### src/rtl/flux_scheduler.sv
// rtl/flux_scheduler.sv - round-robin, quantum-limited flux scheduler for a shared actor datapath
module flux_scheduler #(
  parameter int FLUX      = 2,
  parameter int QUANTUM   = 4,
  parameter int TAG_WIDTH = $clog2(FLUX),
  parameter int CNT_WIDTH = $clog2(QUANTUM + 1)
) (
  input  logic                 clk,
  input  logic                 rst,
  input  logic [FLUX-1:0]      empty,
  input  logic                 full,
  input  logic [FLUX-1:0]      enable,
  output logic [FLUX-1:0]      read,
  output logic                 write,
  output logic [TAG_WIDTH-1:0] tag,
  output logic                 busy
);

  typedef enum logic {IDLE, SERVE} state_t;

  state_t                 state_q, state_d;
  logic [TAG_WIDTH-1:0]   tag_q, tag_d;
  logic [TAG_WIDTH-1:0]   last_q, last_d;
  logic [CNT_WIDTH-1:0]   cnt_q, cnt_d;

  logic [FLUX-1:0]        elig;
  logic                   cur_elig;
  logic                   fire;
  logic                   hit;
  logic [TAG_WIDTH-1:0]   pick;

  assign elig = enable & ~empty;

  always_comb begin
    cur_elig = 1'b0;
    for (int i = 0; i < FLUX; i++) begin
      if (tag_q == TAG_WIDTH'(i)) cur_elig = elig[i];
    end
  end

  assign fire  = (state_q == SERVE) && cur_elig && !full && !rst;
  assign write = fire;
  assign busy  = (state_q == SERVE);
  assign tag   = tag_q;

  always_comb begin
    for (int i = 0; i < FLUX; i++) begin
      read[i] = fire && (tag_q == TAG_WIDTH'(i));
    end
  end

  // Pick the eligible flux at the smallest circular distance after last_q;
  // last_q itself sits at distance FLUX, so it is only re-granted when alone.
  always_comb begin
    int best;
    int d;
    hit  = 1'b0;
    pick = '0;
    best = FLUX + 1;
    d    = 0;
    for (int j = 0; j < FLUX; j++) begin
      d = (j > int'(last_q)) ? (j - int'(last_q)) : (j + FLUX - int'(last_q));
      if (elig[j] && (d < best)) begin
        best = d;
        hit  = 1'b1;
        pick = TAG_WIDTH'(j);
      end
    end
  end

  always_comb begin
    state_d = state_q;
    tag_d   = tag_q;
    last_d  = last_q;
    cnt_d   = cnt_q;
    case (state_q)
      IDLE: begin
        if (hit) begin
          state_d = SERVE;
          tag_d   = pick;
          last_d  = pick;
          cnt_d   = '0;
        end
      end
      SERVE: begin
        if (fire) begin
          if (cnt_q == CNT_WIDTH'(QUANTUM - 1)) begin
            state_d = IDLE;
            cnt_d   = '0;
          end else begin
            cnt_d = cnt_q + CNT_WIDTH'(1);
          end
        end else if (!cur_elig) begin
          state_d = IDLE;
        end
      end
      default: state_d = IDLE;
    endcase
  end

  always_ff @(posedge clk) begin
    if (rst) begin
      state_q <= IDLE;
      tag_q   <= '0;
      last_q  <= TAG_WIDTH'(FLUX - 1);
      cnt_q   <= '0;
    end else begin
      state_q <= state_d;
      tag_q   <= tag_d;
      last_q  <= last_d;
      cnt_q   <= cnt_d;
    end
  end

endmodule

### config.mk
export PLATFORM = sky130hd
export DESIGN_NAME = flux_scheduler
export DESIGN_NICKNAME = d
export VERILOG_FILES = /design/src/rtl/flux_scheduler.sv
export SDC_FILE = /design/constraint.sdc
export NUM_CORES = 1
export LEC_CHECK = 0
export CORE_AREA = 2 2 39 41
export DETAILED_ROUTE_END_ITERATION = 7
export DIE_AREA = 0 0 41 43
export HOLD_SLACK_MARGIN = 0.05
export PLACE_DENSITY_LB_ADDON = 0.05
export SLEW_MARGIN = 20
export SYNTH_ARGS = -nofsm -noshare
export SYNTH_HDL_FRONTEND = slang
export SYNTH_SLANG_ARGS = --single-unit
### constraint.sdc
create_clock -name clk -period 1.4 [get_ports clk]
set_input_delay 0.42 -clock clk [delete_from_list [all_inputs] [get_ports clk]]
set_output_delay 0.42 -clock clk [all_outputs]
set_load 0.05 [all_outputs]
==> results of run 1 <==
==> worst max-delay path: stages, from the launching register on <==
cell and delay [ps]:
dfxtp_4 340, or3b_4 420, a21oi_4 170, buf_12 150
==> state kept, by name (all words and copies together) (netlist names) <==
name and flops:
tag 1, last_q 1, busy 1, cnt_q 3
==> final cells by class <==
class                           instances  area [um^2]  area share [%]
Clock buffer                            4        26.28           4.277
Inverter                                4        15.01           2.444
Multi-Input combinational cell         27        210.2           34.22
Sequential cell                         6        125.1           20.37
Tap cell                               16        20.02           3.259
Timing Repair Buffer                   21        217.7           35.44
==> placed cells by master (no fill, tap or decap), types with 2 or more instances in the layout <==
cell type	synthesis	routed
buf_4	0	9
buf_12	0	5
inv_1	4	4
a21oi_1	4	4
dfxtp_1	6	4
buf_2	0	4
o21ai_0	3	3
clkbuf_4	0	3
or3b_4	1	2
nand3b_1	2	2
nor2_4	0	2
nand2b_1	2	2
nand2_1	2	2
o311ai_0	2	2
==> layer usage <==
metal  up-vias  routed length, um  GRT usage [%]
met5         -                  0              0
li1        183                  -              -
met1       166                369          13.96
met3         0                 39          7.853
met4         0                  0          4.000
met2         8                454          18.75
==> per-stage QoR <==
stage               util [%]  setup slack, ps  std cells
finish                 44.39           -351.1         78
global route           44.39           -412.4         78
CTS                    43.49           -366.8         76
detailed placement     42.13           -689.7         71
global placement       42.13           -686.1         71
floorplan                  -           -305.9         37
==> kinds of logic after synthesis <==
kind of cell,after synthesis
buffers and inverters,4
adder cells (fa/ha/maj),1
AO/OA/AOI/OAI,13
AND/OR/NAND/NOR,13
flip-flops,6
==> timing repair <==
| item | 4_1_cts | 5_1_grt |
|---|---|---|
| buffers inserted | 1 | 2 |
| setup endpoints to repair | 7 | 6 |
| resized for setup | 18 | 2 |
| pin swaps | 5 | 1 |
==> Yosys cell counts (all sizes together) <==
library cell	count	share of area, %
a21o	1	2.7
a21oi	5	11
a22o	1	2.7
and3	1	2.3
dfxtp	6	37
ha	1	3.8
inv	4	4.6
nand2	2	2.3
nand2b	2	3.8
nand3b	2	4.6
nor2	3	3.4
nor3b	1	3.8
o21a	1	2.3
o21ai	3	4.6
o311ai	2	5.3
or3b	2	6.1
==> worst min path at each step <==
stage | to | slack [ps] | start
after detailed placement | cnt_q[2] | 460 | cnt_q[2]
after CTS | tag | 470 | rst
after floorplan | cnt_q[2] | 430 | cnt_q[2]
after global placement | cnt_q[2] | 450 | cnt_q[2]
after global routing | tag | 460 | rst
final | cnt_q[2] | 460 | cnt_q[2]
==> power by group through the flow <==
stage,clock (uW),combinational (uW),sequential (uW)
2_1_floorplan,0,34.6,202
3_3_place_gp,0,117,185
3_5_place_dp,0,118,185
4_1_cts,185,113,182
5_1_grt,204,125,183
6_report,175,116,182
==> flow_metrics.tcl, run 1 <==
set metrics [dict create \
    fmax_ghz 0.5711 \
    drive_above_1_share_pct 51.61 \
    synth-compound-area-share_pct 28.63 \
    initial_utilization_pct 23.69 \
    ant_nets 0 \
    final_area_um2 614.3 \
    syn_avg_cell_area_um2 8.860 \
    yosys.area_share.simple_pct 26.34 \
    clockPowerShare_pct 37.0 \
    port_buffers 11 \
    switching_power_uw 124.7 \
    path_clk_slew_ps 50 \
    syn_area_um2 327.8 \
    synthAdderAreaFrac_pct 3.817 \
    ys.warnings.count 0 \
    wl_per_cell_um 11.06 \
    vias_per_cell 4.577 \
    reg2reg_to "cnt_q[0]" \
    whs_path_depth 1 \
    required_ps 980 \
    cts.sinks 6 \
    synth-xor-area-share_pct 0 \
    routed-via-count 357 \
    numCtsBuffers 3 \
    cts_hold_buf 0 \
    finalSetupViolations 6 \
    cts_tree "done" \
    grt_pass1_wl_um 1435 \
    setup_slack_ps -351.1 \
    cp.arrival_ps 1330 \
    hold_class "reg2reg" \
    n_fill_cell 145 \
    cp-end-kind "primary output" \
    cp-startpoint "busy" \
    worstMarginPinSlew_ps 304.2 \
    power.sequential.fraction_pct 38.5 \
    critPathMaxFanout 3 \
    slew_headroom_pct 79.46 \
    r2r_cells 6 \
    drc 0 \
    vdd_drop_max_uv 326.3 \
    holdWs_ps 462.8 \
    synth_top_family_by_area "compound AO/OA/AOI/OAI gates" \
    layout.nets 71 \
    p_total_uw 473.0 \
    hold_viol 0 \
    pwr-share-comb_pct 24.6 \
    ys_seq_area_share_pct 36.64 \
    yosysUniqueCellTypes 18 \
    die_w_um 41 \
    insertion_delay_ps 250 \
    antenna_found_initial 0 \
    core_mm2 0.001384 \
    place_congestion 0.7605 \
    cts-root-buf "clkbuf_4" \
    syn_nets 45 \
    grt_overflow_total 0 \
    violations "negative setup slack" \
    clk_path_buf_depth 2 \
    muxShareOfSynthArea_pct 0 \
    antennaDiodeCount 0 \
    r2r_start "busy" \
    grt_pass1_vias 344 \
    htree_num_levels 1 \
    outcome "finished with violations" \
    worst_clock_skew_ps 8.801 \
    synth-seq-cells 6 \
    final_max_slew_viol_count 0 \
    die_y_um 43 \
    path_class "reg2out" \
    startpoint_type "flop" \
    fin_setup_tns_ps -1234 \
    maxCapViolCount 0 \
    first_iter_violations 2 \
    cp-endpoint "write" \
    grt_usage_pct 12.49 \
    grt_setup_unrepaired "true" \
    post-route-min-period_ps 1751 \
    place_hpwl_um 666.3 \
    postPlaceCellArea_um2 583.1 \
    period_share_pct 125.1 \
    intPower_uw 348.3 \
    die_area_mm2 0.001763 \
    leakagePower_uw 0.0002619 \
    num_rows 14 \
    switching_share_pct 26.37 \
    ioPinCount 12 \
    r2r_slack_ps -130 \
    routed_wl_um 863 \
    powerDensity_mw_per_mm2 769.9 \
    grt_max_degree 9 \
    area_growth_pct 87.40 \
    synthCells 37 \
    dr.pass1.iters 2 \
]
(Power assumes the default switching activity.)
==> inputs of run 2 (changes only) <==
Settings changed: RECOVER_POWER set to 100.
==> run 2 against run 1 <==
Effect of this change: setup slack is the same; wire length fell by 0.23%; via count shrank 0.28%; fmax did not move; final area shrank 2.0%; highest routed layer unchanged; cell count unchanged; register-to-register slack about the same; total power down 1.3%; combinational power decreased by 5%; critical endpoint unchanged; clock power about the same; sequential share of layout area up 0.42 points; utilization down 0.90 points; the run still ends with negative setup slack left.
==> flow_metrics.tcl, run 2 (synthesis results as in run 1) <==
set metrics [dict create \
    period_share_pct 125.1 \
    grt_setup_unrepaired "true" \
    post-route-min-period_ps 1751 \
    postPlaceCellArea_um2 583.1 \
    first_iter_violations 2 \
    die_y_um 43 \
    grt_usage_pct 12.49 \
    largest_register_ffs 3 \
    port_buffers 11 \
    insertion_delay_ps 250 \
    layout.nets 71 \
    grt_pass1_vias 344 \
    antenna_found_initial 0 \
    antennaDiodeCount 0 \
    outcome "finished with violations" \
    ant_nets 0 \
    worstMarginPinSlew_ps 304.2 \
    initial_utilization_pct 23.69 \
    finalSetupViolations 6 \
    mostFrequentLayoutCell "buf_4" \
    violations "negative setup slack" \
    cts-root-buf "clkbuf_4" \
    hold_viol 0 \
    worst_clock_skew_ps 8.801 \
    place_hpwl_um 666.3 \
    cp.arrival_ps 1330 \
    grt_pass1_wl_um 1435 \
    seq_area_um2 125.1 \
    ioPinCount 12 \
    n_fill_cell 146 \
    vdd_drop_max_uv 326.3 \
    slew_headroom_pct 79.46 \
    hold_class "reg2reg" \
    core_mm2 0.001384 \
    routed-via-count 356 \
    drc 0 \
    num_rows 14 \
    grt_overflow_total 0 \
    powerDensity_mw_per_mm2 775.9 \
    place_congestion 0.7605 \
    path_clk_slew_ps 50 \
    regMostFlops "cnt_q" \
    fmax_ghz 0.5711 \
    htree_num_levels 1 \
    startpoint_type "flop" \
    cts.sinks 6 \
    numCtsBuffers 3 \
    vias_per_cell 4.564 \
    required_ps 980 \
    critPathMaxFanout 3 \
    grt_max_degree 9 \
    cts_tree "done" \
    routed_wl_um 861 \
    final_max_slew_viol_count 0 \
    place_ws_ps -689.7 \
    area_growth_pct 83.59 \
    wl_per_cell_um 11.04 \
    cts_hold_buf 0 \
    multiInputGateArea_um2 210.2 \
    drive_above_1_share_pct 51.61 \
    dr.pass1.iters 2 \
    setup_slack_ps -351.1 \
    leakagePower_uw 0.0002587 \
    cp-end-kind "primary output" \
    final_area_um2 601.8 \
    die_area_mm2 0.001763 \
    maxCapViolCount 0 \
    clk_path_buf_depth 2 \
    path_class "reg2out" \
    die_w_um 41 \
]
==> run 2: cell count changes in the layout (fill, tap and decap cells not counted) <==
cell      change
clkbuf_4      +1
buf_12        -1
==> run 2: timing repair <==
item,4_1_cts,5_1_grt
resized for setup,18,2
pin swaps,5,1
setup buffers,1,2
endpoints found under the setup margin,7,6
==> run 2: worst paths after layout <==
path              startpoint        to  slack [ps]  depth (start not counted)
setup / recovery        busy     write        -350                          3
hold / removal      cnt_q[2]  cnt_q[2]         460                          1
setup reg to reg        busy  cnt_q[0]        -130                          6
hold reg to reg     cnt_q[2]  cnt_q[2]         460                          1
==> run 2: power by group <==
part	switching (uW)	internal, uW	total [uW]
Clock	66.6	108	175
Combinational	53.3	56.9	110
Sequential	3.60	178	182
Total	124	343	467
==> run 2: metrics by stage <==
stage                     TNS, ps  power (uW)  hold slack, ps  cells  utilization (%)
final                       -1234       466.9           462.8     78            43.49
after global routing        -1624       506.4           464.1     78            43.49
after CTS                   -1318       480.3           467.0     76            43.49
after detailed placement    -4333       303.0           460.5     71            42.13
after global placement      -4251       301.9           454.6     71            42.13
after floorplan             -1489       237.0           434.2     37                -
==> run 2: cell type report <==
class | count | area share, %
tap | 16 | 3.326
multi-input combinational | 27 | 34.93
inverter | 4 | 2.495
clock buffer | 4 | 4.366
timing repair buffer | 21 | 34.10
sequential | 6 | 20.79
==> run 2: metal layers <==
layer,global-route usage (%),routed length [um],vias up
met5,0,0,-
met4,4.000,0,0
met3,7.853,44,0
met2,18.75,452,8
met1,13.96,364,165
li1,-,-,183
==> run 2: critical path, stage by stage, from the launching register on <==
cell	delay, ps
dfxtp_4	340
or3b_4	420
a21oi_4	170
buf_12	150
==> inputs of run 3 (changes only) <==
==> constraint.sdc (replaced) <==
create_clock -name clk -period 1.4 [get_ports clk]
set_input_delay 0.14 -clock clk [delete_from_list [all_inputs] [get_ports clk]]
set_output_delay 0.14 -clock clk [all_outputs]
set_load 0.05 [all_outputs]
==> run 3 against run 2 <==
Effect of this change: the flow still finishes with violations (negative setup slack); global-route usage shrank 0.43 points; highest routed layer unchanged; die area stayed put; flip-flop and latch count did not move; clock-buffer cell count unchanged; non-clock buffer count shrank 2.
==> flow_metrics.tcl, run 3 (synthesis results as in run 1) <==
set metrics [dict create \
    outcome "finished with violations" \
    violations "negative setup slack" \
    grt_setup_unrepaired "true" \
    mostFrequentLayoutCell "buf_4" \
    leakagePower_uw 0.0002463 \
    dr.pass1.iters 3 \
    finalSetupViolations 4 \
    place_congestion 0.7163 \
    htree_num_levels 1 \
    drc 0 \
    ioPinCount 12 \
    grt_usage_pct 12.06 \
    worst_clock_skew_ps 8.629 \
    antenna_found_initial 0 \
    hold_path_end "cnt_q[2]" \
    fmax_ghz 0.6443 \
    required_ps 1260 \
    regMostFlops "cnt_q" \
    startpoint_type "input pin" \
    cts.sinks 6 \
    worstMarginPinSlew_ps 353.6 \
    cp_cell_sequence "clkdlybuf4s50_1 -> or3b_4 -> a21oi_4 -> buf_6 -> buf_12" \
    setup_slack_ps -152.1 \
    die_w_um 41 \
    num_rows 14 \
    critPathMaxFanout 3 \
    numCtsBuffers 3 \
    place_hpwl_um 673.9 \
    cp-end-kind "primary output" \
    die_area_mm2 0.001763 \
    vdd_drop_max_uv 726.6 \
    grt_pass1_vias 356 \
    layout.nets 69 \
    critPathSlowestCell "clkdlybuf4s50_1" \
    r2r_start "tag" \
    die_y_um 43 \
    cts_tree "done" \
    whs_path_depth 1 \
    grt_pass1_wl_um 1421 \
    routed_wl_um 845 \
    n_fill_cell 143 \
    r2r_cells 6 \
    core_mm2 0.001384 \
    largest_register_ffs 3 \
    maxCapViolCount 0 \
    area_growth_pct 80.92 \
    place_ws_ps -230.3 \
    grt_max_degree 9 \
    final_max_slew_viol_count 0 \
    p_total_uw 454.5 \
    port_buffers 11 \
    cp.arrival_ps 1410 \
    period_share_pct 110.9 \
    insertion_delay_ps 240 \
    drive_above_1_share_pct 41.67 \
    hold_class "reg2reg" \
    post-route-min-period_ps 1552 \
    slew_headroom_pct 76.13 \
    r2r_slack_ps 20 \
    cts_hold_buf 0 \
    wl_per_cell_um 11.12 \
    vias_per_cell 4.474 \
    reg2reg_to "cnt_q[1]" \
    instances_no_fill 76 \
    ant_nets 0 \
    placed_cells 70 \
    fin_setup_tns_ps -344.3 \
    cts-root-buf "clkbuf_4" \
    powerDensity_mw_per_mm2 766.3 \
    path_class "in2out" \
    path_clk_slew_ps 40 \
    hold_viol 0 \
    cpPeakStageDelay_ps 430 \
    min_from "cnt_q[2]" \
    antennaDiodeCount 0 \
    grt_overflow_total 0 \
    final_cell_mix "6 x buf_4, 4 x inv_1, 4 x dfxtp_1, 4 x clkdlybuf4s50_1, 4 x buf_12" \
    routed-via-count 340 \
    initial_utilization_pct 23.69 \
    clk_path_buf_depth 2 \
    first_iter_violations 3 \
]
## run 3: changes by cell type in the layout (fill, tap and decap cells not counted), moves of 2 or more
cell | previous run | this run
buf_2 | 4 | 0
buf_4 | 9 | 6
clkdlybuf4s50_1 | 0 | 4
nor2_1 | 1 | 3
nor2_4 | 2 | 0
## run 3: worst max-delay path by stage
stage | from | end | slack, ps | depth (start not counted)
after detailed placement | enable[0] | cnt_q[1] | -230 | 6
after global routing | tag | write | -180 | 4
after floorplan | busy | read[0] | -280 | 2
after global placement | enable[0] | write | -220 | 5
final | full | write | -150 | 5
after CTS | busy | write | -150 | 4
## run 3: timing repair
action                                  in CTS  in global routing
pin swaps                                    4                  2
setup buffers                                2                  1
endpoints found under the setup margin       3                  4
gates resized for setup                      3                  2
## run 3: worst max-delay path, delay by kind of cell
kind	cells	cell delay, ps
and+or+nand+nor	1	430
buffers and inverters	3	680
AOI/OAI and AO/OA	1	150
## run 3: per-stage QoR
step           hold WS, ps  cell area (um^2)  utilization (%)
6_report             469.4             593.1            42.86
5_1_grt              497.4             593.1            42.86
4_1_cts              465.2             593.1            42.86
3_5_place_dp         459.1             550.5            39.78
3_3_place_gp         456.5             550.5            39.78
2_1_floorplan        199.4             337.8                -
## run 3: layout make-up
type                       instances  area, um^2  share of cell area (%)
sequential                         6       127.6                   21.52
tap                               16       20.02                   3.376
clock buffer                       4       26.28                   4.430
timing repair buffer              19       202.7                   34.18
inverter                           4       15.01                   2.532
multi-input combinational         27       201.4                   33.97
## run 3: power by group
group / internal (uW) / total [uW] / leakage, uW / switching (uW)
registers: 178 / 182 / 0.0000503 / 4.25
clock network: 108 / 168 / 0.0000150 / 60.3
logic: 54.6 / 105 / 0.000181 / 49.9
## run 3: routing by layer
metal  wire (um)  part of all wire [%]  GRT usage, %
met1         334                    40         12.58
met3          33                   3.9         6.283
met5           0                     0             0
met2         477                    56         20.63
met4           0                     0         2.000
